[src/rtl/spi_pkg.sv]
// Shared SPI definitions for the master and slave ends of the link.
package spi_pkg;

    localparam int unsigned SPI_DATA_W      = 8;
    localparam int unsigned SPI_FRAME_EDGES = 16;
    localparam int unsigned SPI_DIV_W       = 16;
    localparam int unsigned SPI_EDGE_W      = 5;

    // EDGE is a transient step for the master: its edge action fires on the tick ending SETUP/WAIT.
    typedef enum logic [2:0] {
        IDLE  = 3'd0,
        SETUP = 3'd1,
        EDGE  = 3'd2,
        WAIT  = 3'd3,
        LAST  = 3'd4,
        ACK   = 3'd5
    } spi_state_e;

    // Odd edge counts are the leading SCLK edge of a bit cell.
    function automatic logic is_lead_edge(input logic [SPI_EDGE_W-1:0] edge_cnt);
        return edge_cnt[0];
    endfunction

endpackage

[src/rtl/spi_clk_div.sv]
// Half-period timer: tick_c is high for one cycle every div_q+1 cycles after a start strobe.
module spi_clk_div
    import spi_pkg::*;
(
    input  logic                 sys_clk,
    input  logic                 sys_rst,
    input  logic                 start,
    input  logic [SPI_DIV_W-1:0] div_q,
    output logic                 tick_c
);

    logic [SPI_DIV_W-1:0] cnt_q;

    // Counter wraps at div_q, so even div_q = 0xFFFF never overflows.
    assign tick_c = (cnt_q == div_q);

    always_ff @(posedge sys_clk or posedge sys_rst) begin
        if (sys_rst) begin
            cnt_q <= '0;
        end else if (start || tick_c) begin
            cnt_q <= '0;
        end else begin
            cnt_q <= cnt_q + SPI_DIV_W'(1);
        end
    end

endmodule

[src/rtl/spi_master.sv]
// Byte-wide full-duplex SPI master, MSB first, programmable SCLK half-period.
module spi_master
    import spi_pkg::*;
#(
    parameter logic CPOL = 1'b1,
    parameter logic CPHA = 1'b1
) (
    input  logic                  sys_clk,
    input  logic                  sys_rst,
    input  logic                  wr_req,
    input  logic [SPI_DATA_W-1:0] data_tx,
    input  logic [SPI_DIV_W-1:0]  clk_div_val,
    output logic                  wr_ack,
    output logic                  busy,
    output logic [SPI_DATA_W-1:0] data_rx,
    output logic                  cs,
    output logic                  sclk,
    output logic                  mosi,
    input  logic                  miso
);

    spi_state_e             state_q, state_d;
    logic [SPI_DATA_W-1:0]  tx_q, tx_d;
    logic [SPI_DATA_W-1:0]  rx_q, rx_d;
    logic [SPI_DATA_W-1:0]  data_rx_q, data_rx_d;
    logic [SPI_DIV_W-1:0]   div_q, div_d;
    logic [SPI_EDGE_W-1:0]  edge_q, edge_d, edge_n_c;
    logic                   sclk_q, sclk_d;
    logic                   cs_q, cs_d;
    logic                   busy_q, busy_d;
    logic                   ack_q, ack_d;
    logic                   start_c;
    logic                   tick_c;
    logic                   lead_c;
    logic                   miso_meta, miso_s;

    spi_clk_div u_clk_div (
        .sys_clk (sys_clk),
        .sys_rst (sys_rst),
        .start   (start_c),
        .div_q   (div_q),
        .tick_c  (tick_c)
    );

    // miso is asynchronous to sys_clk.
    always_ff @(posedge sys_clk or posedge sys_rst) begin
        if (sys_rst) begin
            miso_meta <= 1'b0;
            miso_s    <= 1'b0;
        end else begin
            miso_meta <= miso;
            miso_s    <= miso_meta;
        end
    end

    assign edge_n_c = edge_q + SPI_EDGE_W'(1);
    assign lead_c   = is_lead_edge(edge_n_c);

    always_comb begin
        state_d   = state_q;
        tx_d      = tx_q;
        rx_d      = rx_q;
        data_rx_d = data_rx_q;
        div_d     = div_q;
        edge_d    = edge_q;
        sclk_d    = sclk_q;
        cs_d      = cs_q;
        busy_d    = busy_q;
        ack_d     = 1'b0;
        start_c   = 1'b0;

        case (state_q)
            // ACK doubles as the first idle cycle so a held wr_req restarts with one cycle of cs high.
            IDLE, ACK: begin
                if (wr_req) begin
                    tx_d    = data_tx;
                    div_d   = clk_div_val;
                    rx_d    = '0;
                    edge_d  = '0;
                    cs_d    = 1'b0;
                    busy_d  = 1'b1;
                    start_c = 1'b1;
                    state_d = SETUP;
                end else begin
                    busy_d  = 1'b0;
                    state_d = IDLE;
                end
            end
            SETUP, WAIT: begin
                if (tick_c) begin
                    edge_d = edge_n_c;
                    sclk_d = ~sclk_q;
                    if (lead_c != CPHA) begin
                        rx_d = {rx_q[SPI_DATA_W-2:0], miso_s};
                    end else if ((edge_n_c != SPI_EDGE_W'(1)) &&
                                 (edge_n_c != SPI_EDGE_W'(SPI_FRAME_EDGES))) begin
                        tx_d = {tx_q[SPI_DATA_W-2:0], 1'b0};
                    end
                    state_d = (edge_n_c == SPI_EDGE_W'(SPI_FRAME_EDGES)) ? LAST : WAIT;
                end
            end
            LAST: begin
                if (tick_c) begin
                    cs_d      = 1'b1;
                    ack_d     = 1'b1;
                    data_rx_d = rx_q;
                    state_d   = ACK;
                end
            end
            default: begin
                state_d = IDLE;
            end
        endcase
    end

    always_ff @(posedge sys_clk or posedge sys_rst) begin
        if (sys_rst) begin
            state_q   <= IDLE;
            tx_q      <= '0;
            rx_q      <= '0;
            data_rx_q <= '0;
            div_q     <= '0;
            edge_q    <= '0;
            sclk_q    <= CPOL;
            cs_q      <= 1'b1;
            busy_q    <= 1'b0;
            ack_q     <= 1'b0;
        end else begin
            state_q   <= state_d;
            tx_q      <= tx_d;
            rx_q      <= rx_d;
            data_rx_q <= data_rx_d;
            div_q     <= div_d;
            edge_q    <= edge_d;
            sclk_q    <= sclk_d;
            cs_q      <= cs_d;
            busy_q    <= busy_d;
            ack_q     <= ack_d;
        end
    end

    assign wr_ack  = ack_q;
    assign busy    = busy_q;
    assign data_rx = data_rx_q;
    assign cs      = cs_q;
    assign sclk    = sclk_q;
    assign mosi    = tx_q[SPI_DATA_W-1];

endmodule

[config.mk]
export PLATFORM = sky130hd
export DESIGN_NAME = spi_master
export DESIGN_NICKNAME = d
export VERILOG_FILES = /design/src/rtl/spi_pkg.sv /design/src/rtl/spi_clk_div.sv /design/src/rtl/spi_master.sv
export SDC_FILE = /design/constraint.sdc
export NUM_CORES = 1
export LEC_CHECK = 0
export CAP_MARGIN = 20
export CORE_MARGIN = 2
export CORE_UTILIZATION = 34
export CTS_CLUSTER_SIZE = 24
export DETAILED_ROUTE_END_ITERATION = 12
export PLACE_DENSITY = 0.55
export SLEW_MARGIN = 20
export SYNTH_ARGS = -nofsm -noshare
export SYNTH_HDL_FRONTEND = slang
export SYNTH_SLANG_ARGS = --single-unit
[constraint.sdc]
create_clock -name sys_clk -period 2.9 [get_ports sys_clk]
set_input_delay 0.87 -clock sys_clk [delete_from_list [all_inputs] [get_ports sys_clk]]
set_output_delay 0.87 -clock sys_clk [all_outputs]
set_load 0.1 [all_outputs]
==> metrics.md <==
| Metric | Value |
|---|---|
| Outcome | `finished clean` |
| Post-DP HPWL | `a little under 5 mm` |
| Post-CTS sizing | `0` |
| Critical path class | `register to register` |
| CP Cell Sequence | `xor2_1 > nor4_1 > and4_1 > nand3_4 > inv_2 > mux2_1` |
| Setup bufs post-CTS | `0` |
| Clk_skew | `0.01021 ns` |
| Yosys cell types | `44` |
| CTS tree | `built` |
| Total die area | `10,500 sq um` |
| Total iterations of the first detailed-routing run | `4` |
| CP startpoint kind | `register` |
| Post-Synth XOR/XNOR Area | `under 10%` |
| Synthesized netlist cell count | `roughly 340` |
| Worst Min Path Start | `miso_meta` |
| Hold path depth | `0` |
| Multiplexer area fraction after synthesis | `around 3.3%` |
| Fmax | `0.4129 GHz` |
| Total grt overflow | `0` |
| Min-Delay Path Class | `register to register` |
| Rel. slew slack | `57.33%` |
| Measured slew at the worst slew-check pin | `0.6400 ns` |
| Total wire length | `6.987 mm` |
| Area of the mapped netlist | `around 3300 sq um` |
| Max Cap Viol | `0` |
| Final setup TNS | `0 ns` |
| Cells on worst reg2reg path | `6` |
| Metal-1 WL | `3.106 mm` |
| # hold bufs at CTS | `0` |
| Final setup fails | `0` |
| Crit path buffers/inverters | `1` |
| Slowest Stage Delay on Critical Path | `0.54 ns` |
| CTS Buffer Depth | `2` |
| Initial antenna violation count | `0` |
| Global Route Usage Sum | `roughly 15%` |
| Sw Ratio | `31.77%` |
| Layout cell share with drive strength beyond 1 | `a little under an eighth` |
| Die width | `102.5 um` |
| Asr flop ratio synth | `100.0%` |
| Drt via density | `4.764` |
| Final Power | `2.778 mW` |
| # diodes | `0` |
| Drt drc | `0` |
| Final period utilization | `between 80% and 90%` |
| Total CTS buffers | `9` |
| Switch Pwr | `0.8825 mW` |
| Final Hold Viols | `0` |
| Seq pwr share | `48.1%` |
| Layout net count | `between 400 and 500` |
| Combinational Power Share | `22.7%` |
| Worst VDD drop | `about 0.00033 V` |
| Syn Area/Cell | `9.783 sq um` |
| Sink Count | `70` |
| Pint | `1.895 mW` |
| Most numerous cell in the Yosys netlist | `nand2_1` |
| DR WL/cell | `13.65 um` |
| Top Metal Used | `met4` |
| Vias in the first global route | `~2,600` |
| CTS root buf | `clkbuf_8` |
| Crit path max-delay cell type | `and4_1` |
| Multi-input logic area | `1446 sq um` |
| Fill cells | `about 920` |
| Number of synthesized flops with an enable pin | `0` |
| Layout Area Growth over Synthesis | `22.32%` |
| RSZ-0062 raised after global routing | `false` |
| Placed insts | `496` |
| Number of stages on the worst setup path | `6` |
| Post-Syn Nets | `approximately 370` |
| Initial DRC Count | `55` |
| Synth cell count leaders | `74 x nand2_1, 68 x dfrtp_1, 33 x nor2_1` |
| WL met2 | `3.560 mm` |
| Die Y | `between 100 and 150 um` |
| CTS clk-pin slew, worst paths | `0.07 ns` |
| Sequential fraction of the synthesis area | `53.21%` |
| Starting Density | `35.35%` |
| I/O pin cnt | `41` |
| Crit. End Element | `register` |
| Synth warn | `0` |
| Top FF cell, synth | `dfrtp_1` |
| #FFs+latches synth | `70` |
| Core area | `slightly above 9000 sq um` |
| Post-route insts no fill | `512` |
| Met3 wire len | `244 um` |
| Final min period | `2.422 ns` |
| Vias | `2,439` |
| Worst reg2reg startpoint | `u_clk_div.cnt_q[2]` |
| Crit path from | `u_clk_div.cnt_q[2]` |
| Storage cell area | `1754 sq um` |
| Max-slew violation count | `0` |
| FP Rows | `35` |
| Critical path arrival | `2.65 ns` |
| Post-synthesis compound-gate area fraction | `8.387%` |
| Pin count of the biggest net entering global routing | `28` |
| Antenna Nets Post-Route | `0` |
| Worst EP required | `3.12 ns` |
| Largest family of logic cells by synthesized area | `simple AND/OR/NAND/NOR gates` |
| # port buffers | `40` |
| Clk pwr share | `29.2%` |
| Pwr per Cell Area | `688.9 nW/um^2` |
| H-tree levels | `3` |
| CP Max Fanout | `9` |
| Leak pwr | `1.879 nW` |
| First-pass GRT wire length | `11.96 mm` |
| Worst-Skew Late Latency | `around 0.34 ns` |
| Kind of cell adding the most delay to the critical path | `simple AND/OR/NAND/NOR gates` |
| Area share of the largest cell type after synthesis | `51.61%` |
| Routability Congestion | `0.8164` |
| Synth Area in Adders | `under 10%` |
| Simple-gate share of the synthesized area | `approximately 22%` |
| Top cell type by total area after synthesis | `dfrtp_1` |
| Largest cells by area after synthesis | `dfrtp_1 52%, nand2_1 8.4%, xor2_1 6.1%` |
[path summary, 6_finish.rpt]
path | to | slack (ns)
worst max-delay path | data_rx[6] | 0.48
worst min-delay path | miso_s | 0.35
worst max register to register | data_rx[6] | 0.48
worst min register to register | miso_s | 0.35
max in group asynchronous | div_q[2] | 1.34
min in group asynchronous | data_rx[4] | 0.88
[flip-flops by register name (all words and copies together) (netlist names)]
signal and cells:
rx_q 8, sclk 1, miso_s 1, cs 1, div_q 16, tx_q 8
wr_ack 1, busy 1, miso_meta 1, u_clk_div.cnt_q 16, data_rx 8, edge_q 5
state_q 3
[cells by family (layout without fill, tap and decap cells)]
kind of cell | count (synthesis) | after routing
and+or+nand+nor | 155 | 155
DFF | 70 | 70
AOI/OAI and AO/OA | 40 | 40
xor gates and xnor gates | 34 | 34
buffers and inverters | 24 | 70
muxes | 10 | 10
adders and majority gates | 4 | 4
[final cells by class]
class	count	area share (%)
well taps	129	4.002
multi-input cells	243	35.87
clock inverters	3	1.055
clock buffers	13	4.189
inverters	7	0.6516
flip-flops and latches	70	43.50
repair buffers	47	10.74
[per-stage QoR]
| step | setup slack, ns | hold WS (ns) | cell area, sq um | utilization (%) |
|---|---|---|---|---|
| after floorplan | 0.2651 | 0.3312 | 3297 | - |
| after global placement | 0.4982 | 0.3339 | 3821 | 40.97 |
| after detailed placement | 0.4747 | 0.3364 | 3821 | 40.97 |
| after CTS | 0.4728 | 0.3513 | 4033 | 43.23 |
| after global routing | 0.3086 | 0.3649 | 4033 | 43.23 |
| final | 0.4781 | 0.3482 | 4033 | 43.23 |
[power by group through the flow]
stage          clock, mW  sequential [mW]  combinational, mW
3_5_place_dp           0             1.36              0.637
5_1_grt            0.883             1.36              0.705
2_1_floorplan          0             1.40              0.395
4_1_cts            0.839             1.34              0.641
3_3_place_gp           0             1.35              0.622
6_report           0.813             1.34              0.630
[layout by cell type (no fill, tap or decap), types with 2 or more instances in the layout]
cell type	count
ha_1	4
o211ai_1	2
buf_4	19
mux2_1	8
nand3_1	11
a21oi_1	8
nor4_1	5
inv_1	5
xnor2_1	11
clkdlybuf4s50_1	27
nand4_1	10
inv_2	2
nand2_1	74
dfrtp_1	68
nor2_1	33
o21ai_0	14
nor3_1	4
and4_1	2
mux2i_1	2
dfstp_2	2
and3_1	3
clkbuf_8	12
and2_1	3
o22a_1	7
xor2_1	23
[layer usage]
| layer | track usage (%) | vias up |
|---|---|---|
| met2 | 25.74 | 33 |
| li1 | - | 1210 |
| met3 | 4.514 | 8 |
| met5 | 0 | - |
| met1 | 17.78 | 1188 |
| met4 | 3.692 | 0 |
No activity file was read; power rests on OpenSTA's default activity.
